File: config.mk
export PLATFORM = sky130hd
export DESIGN_NAME = band_scale_seq_flat
export DESIGN_NICKNAME = d
export VERILOG_FILES = /design/src/rtl/band_scale_seq_pkg.sv /design/src/rtl/band_scale_seq_if.sv /design/src/rtl/band_scale_seq_band_gain_sat.sv /design/src/rtl/band_scale_seq.sv /design/src/flat_wrapper.sv
export SDC_FILE = /design/constraint.sdc
export NUM_CORES = 1
export LEC_CHECK = 0
export CORE_ASPECT_RATIO = 1.5
export CORE_UTILIZATION = 60
export CTS_BUF_LIST = sky130_fd_sc_hd__clkbuf_8
export DETAILED_ROUTE_END_ITERATION = 10
export HOLD_SLACK_MARGIN = 0.08
export PLACE_DENSITY = 0.9
export SLEW_MARGIN = 25
export SYNTH_ARGS = -nofsm -noshare
export SYNTH_HDL_FRONTEND = slang
export SYNTH_SLANG_ARGS = --single-unit
export TNS_END_PERCENT = 10
File: constraint.sdc
create_clock -name clk -period 25.2 [get_ports clk]
set_input_delay 2.52 -clock clk [delete_from_list [all_inputs] [get_ports clk]]
set_output_delay 2.52 -clock clk [all_outputs]
set_load 0.1 [all_outputs]
File: src/rtl/band_scale_seq_pkg.sv
// -----------------------------------------------------------------------------
// eq_pkg
// Shared types and constants for the band-gain sequencer (band_scale_seq).
//   state_t  : sequencer FSM states
//   AUD_W    : audio sample width (signed)
//   POT_W    : slider / gain width (unsigned)
//   PROD_W   : width of the signed gain x audio product
//   SAT_POS  : positive full-scale audio code
//   SAT_NEG  : negative full-scale audio code
// -----------------------------------------------------------------------------
package eq_pkg;

    typedef enum logic [1:0] {
        ST_IDLE  = 2'd0,
        ST_RUN   = 2'd1,
        ST_FLUSH = 2'd2,
        ST_OUT   = 2'd3
    } state_t;

    localparam int AUD_W  = 16;
    localparam int POT_W  = 12;
    localparam int PROD_W = AUD_W + POT_W + 1;

    localparam logic [AUD_W-1:0] SAT_POS = 16'h7FFF;
    localparam logic [AUD_W-1:0] SAT_NEG = 16'h8000;

endpackage

File: src/rtl/band_scale_seq_if.sv
// -----------------------------------------------------------------------------
// band_scale_seq_if
// Sample handshake bundle between the FIR band filters / output stage and the
// band-gain sequencer.
//   vld        : one-cycle pulse, band_audio and pot valid
//   band_audio : NUM_BANDS x 16-bit signed band samples, band 0 in LSBs
//   pot        : NUM_BANDS x 12-bit unsigned slider values, band 0 in LSBs
//   busy       : sample in flight
//   aud_out    : signed equalized sample, held until the next result
//   aud_vld    : one-cycle pulse, aud_out updated
//   ovr        : sticky, vld arrived while busy
// master = sample source/sink side, slave = sequencer side.
// -----------------------------------------------------------------------------
interface band_scale_seq_if #(
    parameter int NUM_BANDS = 5
);
    import eq_pkg::*;

    logic                         vld;
    logic [NUM_BANDS*AUD_W-1:0]   band_audio;
    logic [NUM_BANDS*POT_W-1:0]   pot;
    logic                         busy;
    logic [AUD_W-1:0]             aud_out;
    logic                         aud_vld;
    logic                         ovr;

    modport master (
        output vld, band_audio, pot,
        input  busy, aud_out, aud_vld, ovr
    );

    modport slave (
        input  vld, band_audio, pot,
        output busy, aud_out, aud_vld, ovr
    );

endinterface

File: src/rtl/band_scale_seq_band_gain_sat.sv
// -----------------------------------------------------------------------------
// band_gain_sat
// Combinational per-band gain stage: multiplies a 12-bit unsigned gain by a
// 16-bit signed audio sample and returns a saturated 16-bit band result
// (product scaled down by 2^10).
//   gain     in  12-bit unsigned gain (pot squared, upper half)
//   audio    in  16-bit signed band sample
//   band_res out 16-bit signed saturated band result
// -----------------------------------------------------------------------------
module band_gain_sat
    import eq_pkg::*;
(
    input  logic        [POT_W-1:0] gain,
    input  logic signed [AUD_W-1:0] audio,
    output logic signed [AUD_W-1:0] band_res
);

    logic signed [PROD_W-1:0] gain_ext;
    logic signed [PROD_W-1:0] audio_ext;
    logic signed [PROD_W-1:0] prod;
    logic        [2:0]        guard;

    always_comb begin
        gain_ext  = {{(PROD_W-POT_W){1'b0}}, gain};
        audio_ext = {{(PROD_W-AUD_W){audio[AUD_W-1]}}, audio};
        // Full product of a 13-bit non-negative and a 16-bit signed operand
        // always fits in PROD_W bits, so the truncated multiply is exact.
        prod      = gain_ext * audio_ext;
        guard     = prod[27:25];

        // The kept slice is prod[25:10]; bits 28:25 must all match the sign
        // for that slice to represent the scaled value without wrap.
        if (!prod[28] && (guard != 3'b000)) begin
            band_res = SAT_POS;
        end else if (prod[28] && (guard != 3'b111)) begin
            band_res = SAT_NEG;
        end else begin
            band_res = prod[25:10];
        end
    end

endmodule

File: src/rtl/band_scale_seq.sv
// -----------------------------------------------------------------------------
// band_scale_seq
// Time-multiplexed band-gain sequencer. One squarer and one gain multiplier
// are shared across NUM_BANDS bands: each band gets gain = (pot^2)[23:12],
// is scaled and saturated to 16 bits, and the bands are summed into one
// saturated 16-bit equalized sample. Started once per audio sample by vld.
//
// Ports:
//   clk : system clock, all state on rising edge
//   rst : asynchronous active-high reset
//   bus : band_scale_seq_if.slave (vld/band_audio/pot in, busy/aud_out/
//         aud_vld/ovr out)
//
// States:
//   ST_IDLE  | waiting for vld; vld captures inputs, clears acc and counter
//   ST_RUN   | stage 1 squares pot[cnt]; stage 2 accumulates band cnt-1
//   ST_FLUSH | stage 2 accumulates the last band
//   ST_OUT   | clamp accumulator into aud_out, pulse aud_vld
// -----------------------------------------------------------------------------
module band_scale_seq
    import eq_pkg::*;
#(
    parameter int NUM_BANDS = 5,
    parameter int ACC_W     = AUD_W + $clog2(NUM_BANDS)
) (
    input  logic              clk,
    input  logic              rst,
    band_scale_seq_if.slave   bus
);

    localparam int              CNT_W     = $clog2(NUM_BANDS);
    localparam logic [CNT_W-1:0] LAST_BAND = CNT_W'(NUM_BANDS - 1);

    state_t state;
    state_t state_nxt;

    logic capture;
    logic run_step;
    logic emit;

    logic        [AUD_W-1:0]   aud_r [NUM_BANDS];
    logic        [POT_W-1:0]   pot_r [NUM_BANDS];
    logic        [CNT_W-1:0]   cnt;
    logic        [POT_W-1:0]   gain_r;
    logic        [CNT_W-1:0]   gain_idx;
    logic                      s2_vld;
    logic signed [ACC_W-1:0]   acc;
    logic        [AUD_W-1:0]   aud_out_r;
    logic                      aud_vld_r;
    logic                      ovr_r;

    logic        [2*POT_W-1:0] pot_sq;
    logic signed [AUD_W-1:0]   band_res;
    logic        [AUD_W-1:0]   acc_clamped;
    logic        [ACC_W-AUD_W:0] acc_top;

    // ---------------------------------------------------------------- FSM
    always_ff @(posedge clk or posedge rst) begin
        if (rst) begin
            state <= ST_IDLE;
        end else begin
            state <= state_nxt;
        end
    end

    always_comb begin
        state_nxt = state;
        capture   = 1'b0;
        run_step  = 1'b0;
        emit      = 1'b0;
        case (state)
            ST_IDLE: begin
                if (bus.vld) begin
                    capture   = 1'b1;
                    state_nxt = ST_RUN;
                end
            end
            ST_RUN: begin
                run_step = 1'b1;
                if (cnt == LAST_BAND) begin
                    state_nxt = ST_FLUSH;
                end
            end
            ST_FLUSH: begin
                state_nxt = ST_OUT;
            end
            ST_OUT: begin
                emit      = 1'b1;
                state_nxt = ST_IDLE;
            end
            default: begin
                state_nxt = ST_IDLE;
            end
        endcase
    end

    // ------------------------------------------------------- shared datapath
    always_comb begin
        pot_sq = {{POT_W{1'b0}}, pot_r[cnt]} * {{POT_W{1'b0}}, pot_r[cnt]};
    end

    band_gain_sat u_band_gain_sat (
        .gain     (gain_r),
        .audio    ($signed(aud_r[gain_idx])),
        .band_res (band_res)
    );

    // Accumulator fits in 16 bits exactly when all bits from 15 upward agree.
    always_comb begin
        acc_top = acc[ACC_W-1:AUD_W-1];
        if ((acc_top == '0) || (acc_top == '1)) begin
            acc_clamped = acc[AUD_W-1:0];
        end else if (acc[ACC_W-1]) begin
            acc_clamped = SAT_NEG;
        end else begin
            acc_clamped = SAT_POS;
        end
    end

    always_ff @(posedge clk or posedge rst) begin
        if (rst) begin
            for (int b = 0; b < NUM_BANDS; b++) begin
                aud_r[b] <= '0;
                pot_r[b] <= '0;
            end
            cnt       <= '0;
            gain_r    <= '0;
            gain_idx  <= '0;
            s2_vld    <= 1'b0;
            acc       <= '0;
            aud_out_r <= '0;
            aud_vld_r <= 1'b0;
            ovr_r     <= 1'b0;
        end else begin
            if (capture) begin
                for (int b = 0; b < NUM_BANDS; b++) begin
                    aud_r[b] <= bus.band_audio[b*AUD_W +: AUD_W];
                    pot_r[b] <= bus.pot[b*POT_W +: POT_W];
                end
                cnt <= '0;
                acc <= '0;
            end

            // Stage 1: square this band's pot; stage 2 sees it next cycle.
            s2_vld <= run_step;
            if (run_step) begin
                gain_r   <= pot_sq[2*POT_W-1:POT_W];
                gain_idx <= cnt;
                cnt      <= cnt + CNT_W'(1);
            end

            // Stage 2: accumulate the previous band's saturated result.
            if (s2_vld) begin
                acc <= acc + {{(ACC_W-AUD_W){band_res[AUD_W-1]}}, band_res};
            end

            aud_vld_r <= emit;
            if (emit) begin
                aud_out_r <= acc_clamped;
            end

            if (bus.vld && (state != ST_IDLE)) begin
                ovr_r <= 1'b1;
            end
        end
    end

    assign bus.busy    = (state != ST_IDLE);
    assign bus.aud_out = aud_out_r;
    assign bus.aud_vld = aud_vld_r;
    assign bus.ovr     = ovr_r;

endmodule

File: src/flat_wrapper.sv
// flat-port wrapper written by rule: the top's interface ports become plain ports
module band_scale_seq_flat import eq_pkg::*;
#(
    parameter int NUM_BANDS = 5,
    parameter int ACC_W     = AUD_W + $clog2(NUM_BANDS)
)
  (clk, rst, bus_vld, bus_band_audio, bus_pot, bus_busy, bus_aud_out, bus_aud_vld, bus_ovr);
  band_scale_seq_if #(.NUM_BANDS(NUM_BANDS)) bus_i ();
  input  logic clk;
  input  logic rst;
  input wire logic [$bits(bus_i.vld)-1:0] bus_vld;
  input wire logic [$bits(bus_i.band_audio)-1:0] bus_band_audio;
  input wire logic [$bits(bus_i.pot)-1:0] bus_pot;
  output wire logic [$bits(bus_i.busy)-1:0] bus_busy;
  output wire logic [$bits(bus_i.aud_out)-1:0] bus_aud_out;
  output wire logic [$bits(bus_i.aud_vld)-1:0] bus_aud_vld;
  output wire logic [$bits(bus_i.ovr)-1:0] bus_ovr;
  assign bus_i.vld = bus_vld;
  assign bus_i.band_audio = bus_band_audio;
  assign bus_i.pot = bus_pot;
  assign bus_busy = bus_i.busy;
  assign bus_aud_out = bus_i.aud_out;
  assign bus_aud_vld = bus_i.aud_vld;
  assign bus_ovr = bus_i.ovr;
  band_scale_seq #(.NUM_BANDS(NUM_BANDS), .ACC_W(ACC_W)) u_core (.clk(clk), .rst(rst), .bus(bus_i));
endmodule
After elaboration in Yosys (flattened, before gate mapping)
Index checks and enable logic that the tools add are counted.
Cells by class
  reduce and logical (&&, ||, !) cells: 12
  mux-type cells: 21
  multipliers: 2
  $lt $le $gt $ge: 2
  equal/unequal tests: 8
  add/subtract/negate cells: 2
  bitwise logic cells: 2
Operator list (count)
  16-bit 2-to-1 mux: 6
  16-bit binary-select mux with 3-bit select: 1
  19-bit 2-to-1 mux: 2
  12-bit binary-select mux with 3-bit select: 1
  13-bit by 16-bit multiplier with 29-bit output: 1
  12-bit by 12-bit multiplier with 24-bit output: 1
  12-bit 2-to-1 mux: 2
  19-bit adder: 1
  4-bit greater-or-equal comparator, second input constant: 2
  3-bit inverter with 4-bit output: 2
  2-bit case mux with 4 select lines: 1
  3-bit 2-to-1 mux: 2
  2-bit nonzero test: 3
  2-bit == test, second input constant: 2
  4-bit == test, second input constant: 1
  4-bit zero test: 1
  1-bit 2-to-1 mux: 4
  2-bit 2-to-1 mux: 2
  3-bit by 1-bit adder with 3-bit output, second input constant: 1
  3-bit == test, second input constant: 1
  1-bit logical AND: 3
  3-bit inequality test, second input constant: 1
  3-bit nonzero test: 1
  2-bit by 1-bit == test with 1-bit output, second input constant: 1
  other kinds (6): 6
Word-level totals
  output and inout port bits: 19
  flip-flop bits (word level): 198
  logic and storage cells: 68

Longest topological paths before layout
Gate-level depths: netlist of the first run.
  depth after elaboration: 11
  gate-level depth with buffers: 41
  gate-level depth less buffers: 37

Cells and area by module
Synthesis of the first run repeated with hierarchy kept, for this count alone.
Unflattened totals
  cells, all modules: 2033
  area, all modules: 20343.3 um^2
Modules (own cells, without submodules)
  band_scale_seq: sequential area each 4954.8 um^2, area an instance 12889.9 um^2, cells each 1173, instances 1
  band_gain_sat: sequential area each 0.0 um^2, area an instance 7453.4 um^2, cells each 860, instances 1

Least setup slack after synthesis of the first run
No wires, ideal clock.
  path type: register to register
  start point: reg u_core.gain_idx[0]
  end point: reg u_core.acc[15]
  required time: 25.069 ns
  clock period less this slack: 9.076 ns
  buffers on the path: 6
  slack: 16.124 ns
  stages on the path, launching flop included: 37
  data arrival time: 8.945 ns
  path through: dfrtp_1 -> buf_6 -> clkbuf_1 -> buf_1 -> mux2i_1 -> o22ai_1 -> clkbuf_1 -> nand2_1 -> fa_1 -> fa_1 -> inv_1 -> fa_1 -> inv_1 -> fa_1 -> fa_1 -> inv_1 -> ha_1 -> buf_2 -> and3_1 -> nand4_1 -> or4_1 -> or2_2 -> o22a_1 -> nand2_1 -> o41ai_4 -> buf_6 -> a21o_1 -> ha_1 -> a21o_1 -> a21oi_1 -> o21ai_0 -> a21o_1 -> a21oi_1 -> o21ai_0 -> a21oi_1 -> nor3_1 -> or3_1
Between the ends
  longest elaborated chain between the ends: 11
  elaborated cells on any way between the ends: 14
  those cells by class: 1 x add/sub; 1 x mul; 1 x eq/ne; 6 x mux; 1 x bitwise; 4 x reduce/logical
Ends and longest elaborated chain
  start: declaration: RTL line band_scale_seq.sv:45  | logic [CNT_W-1:0] gain_idx;
  start signal: assignment: RTL line band_scale_seq.sv:148  | gain_idx <= cnt;
  3-bit inverter with 4-bit output (not written as such) *: RTL line band_scale_seq.sv:104  | .audio ($signed(aud_r[gain_idx])),
  16-bit binary-select mux with 3-bit select *: RTL line band_scale_seq.sv:104
  16-bit 2-to-1 mux (not written as such) * (2 in series): RTL line band_scale_seq.sv:104
  13-bit by 16-bit multiplier with 29-bit output *: RTL line band_scale_seq_band_gain_sat.sv:28  | prod = gain_ext * audio_ext;
  3-bit inequality test: RTL line band_scale_seq_band_gain_sat.sv:35  | end else if (prod[28] && (guard != 3'b111)) begin
  1-bit logical AND: RTL line band_scale_seq_band_gain_sat.sv:35
  16-bit 2-to-1 mux: RTL line band_scale_seq_band_gain_sat.sv:35
  16-bit 2-to-1 mux *: RTL line band_scale_seq_band_gain_sat.sv:33  | if (!prod[28] && (guard != 3'b000)) begin
  19-bit adder *: RTL line band_scale_seq.sv:154  | acc <= acc + {{(ACC_W-AUD_W){band_res[AUD_W-1]}}, band_res};
  19-bit 2-to-1 mux *: RTL line band_scale_seq.sv:153  | if (s2_vld) begin
  end signal: assignment: RTL line band_scale_seq.sv:154
  end: declaration: RTL line band_scale_seq.sv:47  | logic signed [ACC_W-1:0] acc;
Every way passes the cells marked *; elsewhere a longest branch is shown, timed or not. The select of a mux whose other input is x is not followed.
A chain may end at the register's enable or synchronous reset.

Worst setup path after layout of the first run
  start point: reg u_core.gain_idx[1]
  end point: reg u_core.acc[15]
The elaborated chain is that of the path after synthesis.

==> results of run 1 <==
[registers in the layout, summed over array words and instances (netlist names)]
name                count
u_core.s2_vld           1
u_core.acc             19
u_core.bus.aud_vld      1
u_core.state            2
u_core.gain_r          12
u_core.gain_idx         3
u_core.pot_r           60
u_core.bus.ovr          1
u_core.aud_r           80
u_core.bus.aud_out     16
u_core.cnt              3
[critical path, delay by kind of cell, from the launching register on]
kind / cells / cell delay [ns]
buffers and inverters: 4 / 0.60
AOI/OAI and AO/OA: 11 / 3.64
adders and majority gates: 7 / 3.11
DFF: 1 / 0.84
and+or+nand+nor: 8 / 2.42
[path summary, 6_finish.rpt]
path,end,startpoint
worst min-delay path,u_core.bus.ovr$_DFFE_PP0P_,u_core.bus.ovr$_DFFE_PP0P_
min in group asynchronous,u_core.pot_r[37]$_DFFE_PP0P_,rst
worst max-delay path,u_core.acc[15]$_DFFE_PP0P_,u_core.gain_idx[1]$_DFFE_PP0P_
worst max register to register,u_core.acc[15]$_DFFE_PP0P_,u_core.gain_idx[1]$_DFFE_PP0P_
worst min register to register,u_core.bus.ovr$_DFFE_PP0P_,u_core.bus.ovr$_DFFE_PP0P_
max in group asynchronous,u_core.cnt[0]$_DFFE_PP0P_,rst
[per-stage QoR]
stage,hold WS (ns),cell area [um2]
global route,0.491,22400
global placement,0.439,21900
floorplan,0.471,20000
detailed placement,0.445,21900
CTS,0.469,22300
finish,0.462,22400
[final cells by class]
cell class / count / area (um2)
antenna: 1 / 2.50
clock buffer: 17 / 234
clock inverter: 15 / 171
fill: 2163 / 10300
inverter: 369 / 1390
multi-input combinational: 1341 / 13400
sequential: 198 / 4960
tap: 415 / 519
timing repair buffer: 177 / 1730
[cell usage in the layout (no fill, tap or decap), types with 7 or more instances in the layout]
cell,instances
a22oi_1,9
o21a_1,11
a21oi_1,74
clkbuf_8,17
nor2b_1,7
a21o_1,30
xnor2_1,28
ha_1,142
and3_1,13
o22ai_2,8
fa_1,255
mux4_2,9
mux2i_1,37
nor3_1,11
o22ai_1,10
mux2_2,151
clkdlybuf4s50_1,161
buf_4,13
and2_1,92
nor2_1,104
xor2_1,17
or2_2,15
o21ai_0,45
inv_1,368
dfrtp_1,196
nand2_1,168
nand3_1,16
[layer usage]
layer / vias up / share of wire (%) / track usage, %
met3: 269 / 6.2 / 5.52
met5: - / 0 / 0
met2: 698 / 54 / 57.3
li1: 6558 / - / -
met4: 0 / 7.7 / 21.9
met1: 7477 / 32 / 31.1
[logic make-up (layout without fill, tap and decap cells)]
| kind of cell | Yosys count | in the layout | synth area share (%) |
|---|---|---|---|
| other cells | 0 | 1 | 0 |
| fa+ha+maj | 397 | 397 | 34.4 |
| flops | 198 | 198 | 24.8 |
| buf+inv | 451 | 578 | 8.60 |
| simple gates | 461 | 461 | 11.0 |
| xor+xnor | 45 | 45 | 1.97 |
| mux | 197 | 197 | 11.4 |
| compound gates | 241 | 241 | 7.90 |
==> impl_metrics.tcl, run 1 <==
set metrics [dict create \
    ys_types 73 \
    yosysWarnings 0 \
    antenna_found_initial 1 \
    yosys-top-cells-count "inv_1 (367), fa_1 (255), dfrtp_1 (198), nand2_1 (169), mux2_2 (151)" \
    gp_congestion 0.948 \
    grt_pass1_wl_mm 80.9 \
    synth-edff-count 0 \
    dp.cells 2496 \
    grt_pass1_vias 16812 \
    syn_avg_cell_area_um2 10.1 \
    die_x_um 151 \
    rrSetupSlack_ns 14.44 \
    start_kind "flop" \
    ant_nets 0 \
    fin_skew_ns 0.0127 \
    clock.fmax_mhz 92.9 \
    cts_resized 0 \
    drv_slew 0 \
    rows 81 \
    io_pins 162 \
    reg2reg_depth 30 \
    cp_max_fo 18 \
    ys_async_sr_fraction_pct 100 \
    htree_levels 4 \
    dr.pass1.iters 8 \
    stdcell_count 2533 \
    final_util_pct 68.4 \
    initial_core_util_pct 61.1 \
    final_nets 2644 \
    synth_top_area_cell "fa_1" \
    pre_cts_ws_ns 14.72 \
    synth-seq-cells 198 \
    post-cts-setup-buffers 0 \
    grt_start_max_net_pins 122 \
    hold_path_class "reg -> reg" \
    synthFlopType "dfrtp_1" \
    cts-root-buf "clkbuf_8" \
    wl_per_cell_um 19.5 \
    cts.sinks 198 \
    required_ns 25.60 \
    hold_viol_final 0 \
    critPathMaxStageDelay_ns 0.84 \
    viasPerCell 5.92 \
    synth.top_cell.area_share_pct 25.5 \
    synth.most_common_cell "inv_1" \
    cpMostUsedCell "fa_1" \
    cts_hold_buf 0 \
    gr-usage-all-layers_pct 31.2 \
    finalSetupTns_ns 0 \
    routed_wl_mm 49.4 \
    ys_seq_area_share_pct 24.8 \
    worst_slew_pin_slew_ns 1.08 \
    first_iter_violations 922 \
    overflow 0 \
    cts_buffers 17 \
    cts_tree "built" \
    die_area_um2 34100 \
    clock_latency_ns 0.51 \
    outcome "complete, no violations" \
    clock_path_buffers 2 \
    slowest_stage "dfrtp_1" \
    netlist_area_um2 20000 \
    arrival_ns 11.16 \
    rsz0062_at_grt "no" \
    netlist_top_cells_area "fa_1 (26%), dfrtp_1 (25%), ha_1 (8.9%), mux2_2 (8.5%), inv_1 (6.9%)" \
    finalWorstSetupSlack_ns 14.44 \
    holdPathStages 1 \
    syn-num-nets 2530 \
    critPathKind "reg -> reg" \
    drive_gt1_share_pct 11.8 \
    synthToLayoutAreaGrowth_pct 12.0 \
    setup_violations 0 \
    die_h_um 226 \
    path_clk_slew_ns 0.11 \
    max_cap_violations 0 \
    drcViolationCount 0 \
    maxSlewHeadroom_pct 28.3 \
    core_area_um2 32700 \
    finalCriticalPeriod_ns 10.76 \
    num_vias 15002 \
    fin_crit_sh_pct 42.7 \
    cp-end-kind "flop" \
    hpwl_mm 38.7 \
    io_buffers 161 \
    synthCells 1990 \
]
Power of run 1 is left out: the tool's default activity adds up to more than one toggle a clock period on the data nets, which glitch-free logic cannot reach.
==> run 2: changes to the inputs <==
==> constraint.sdc (replaced) <==
create_clock -name clk -period 10.1 [get_ports clk]
set_input_delay 1.01 -clock clk [delete_from_list [all_inputs] [get_ports clk]]
set_output_delay 1.01 -clock clk [all_outputs]
set_load 0.1 [all_outputs]
==> run 2 against run 1 <==
  * Via count shrank 1.9%
  * First-iteration DRC count shrank 16%
  * Global-route usage shrank 0.74 points
  * Setup slack lost 14 ns
  * Wire length shrank 2.8%
  * Sequential cell count is the same
  * Design area grew 0.26%
  * Register-to-register slack lost 14 ns
  * Count of clock-buffer cells in the layout grew 1
  * Die area is the same
==> impl_metrics.tcl, run 2 (synthesis results as in run 1) <==
set metrics [dict create \
    layout_commonest_cell "inv_1" \
    cpMostUsedCell "fa_1" \
    die_x_um 151 \
    synthToLayoutAreaGrowth_pct 12.3 \
    critPathMaxStageDelay_ns 0.61 \
    fin_crit_sh_pct 95.4 \
    gr-usage-all-layers_pct 30.4 \
    wl_per_cell_um 18.9 \
    largest_reg_flops 80 \
    final_nets 2656 \
    setup_violations 0 \
    cts-root-buf "clkbuf_8" \
    arrival_ns 10.05 \
    post-cts-setup-buffers 0 \
    cts_tree "built" \
    reg_top3 "u_core.aud_r (80), u_core.pot_r (60), u_core.acc (19)" \
    clock_latency_ns 0.52 \
    num_vias 14715 \
    max_cap_violations 0 \
    rows 81 \
    io_buffers 161 \
    cts.sinks 198 \
    worst_slew_pin_slew_ns 1.06 \
    start_kind "flop" \
    maxSlewHeadroom_pct 29.3 \
    place_area_um2 22000 \
    initial_core_util_pct 61.1 \
    drive_gt1_share_pct 12.2 \
    cts_buffers 17 \
    viasPerCell 5.78 \
    core_area_um2 32700 \
    grt_start_max_net_pins 122 \
    cts_hold_buf 0 \
    fin_skew_ns 0.0181 \
    routed_wl_mm 48.0 \
    die_h_um 226 \
    grt_pass1_vias 16306 \
    drv_slew 0 \
    htree_levels 4 \
    ant_nets 0 \
    final_area_um2 22500 \
    first_iter_violations 773 \
    antenna_found_initial 0 \
    clock.fmax_mhz 104 \
    rsz0062_at_grt "no" \
    final_cell_mix "inv_1 (365), fa_1 (255), dfrtp_1 (196)" \
    critPathKind "reg -> reg" \
    hpwl_mm 38.5 \
    cp_max_fo 16 \
    cp-end-kind "flop" \
    overflow 0 \
    clock_path_buffers 2 \
    path_clk_slew_ns 0.11 \
    grt_pass1_wl_mm 78.6 \
    drcViolationCount 0 \
    finalCriticalPeriod_ns 9.63 \
    gp_congestion 0.929 \
    antenna_cells 0 \
    cts_resized 0 \
    hold_viol_final 0 \
    required_ns 10.52 \
    finalSetupTns_ns 0 \
    die_area_um2 34100 \
    io_pins 162 \
    slowest_stage "fa_1" \
    largest_register "u_core.aud_r" \
    outcome "complete, no violations" \
    hold_path_class "reg -> reg" \
    dr.pass1.iters 8 \
]
==> run 2: layout make-up <==
type                       instances  area, um2
clock buffer                      18        248
clock inverter                    14        155
fill                            2301      10300
inverter                         369       1400
multi-input combinational       1341      13400
sequential                       198       4960
tap                              415        519
timing repair buffer             189       1830
==> run 2: metrics by stage <==
| stage | hold slack, ns | setup slack [ns] | util [%] | cells |
|---|---|---|---|---|
| floorplan | 0.471 | 1.02 | - | 1990 |
| global placement | 0.439 | 0.690 | 67.3 | 2512 |
| detailed placement | 0.444 | 0.366 | 67.3 | 2512 |
| CTS | 0.469 | 0.268 | 68.5 | 2544 |
| global route | 0.490 | 0.0132 | 68.6 | 2544 |
| finish | 0.464 | 0.468 | 68.6 | 2544 |
==> run 2: critical path: cells and delay by family, from the launching register on <==
kind | cells | cell delay, ns
AO/OA/AOI/OAI | 12 | 2.56
buffers and inverters | 5 | 0.82
flip-flops | 1 | 0.50
AND/OR/NAND/NOR | 9 | 2.30
adder cells (fa/ha/maj) | 7 | 3.31
==> run 2: path summary, 6_finish.rpt <==
path / slack, ns / to / from / cells past startpoint
max reg2reg: 0.47 / u_core.acc[15]$_DFFE_PP0P_ / u_core.gain_idx[2]$_DFFE_PP0P_ / 33
min: 0.46 / u_core.bus.ovr$_DFFE_PP0P_ / u_core.bus.ovr$_DFFE_PP0P_ / 1
min in group asynchronous: 1.05 / u_core.pot_r[48]$_DFFE_PP0P_ / rst / 2
max in group asynchronous: 7.81 / u_core.cnt[1]$_DFFE_PP0P_ / rst / 3
min reg2reg: 0.46 / u_core.bus.ovr$_DFFE_PP0P_ / u_core.bus.ovr$_DFFE_PP0P_ / 1
max: 0.47 / u_core.acc[15]$_DFFE_PP0P_ / u_core.gain_idx[2]$_DFFE_PP0P_ / 33
==> run 2: layer usage <==
| layer | track usage, % | routed length [um] |
|---|---|---|
| met1 | 31.3 | 16200 |
| met2 | 56.0 | 26400 |
| met3 | 4.59 | 2040 |
| met4 | 20.5 | 3330 |
| met5 | 0 | 0 |
Power of run 2 is left out for the same reason.
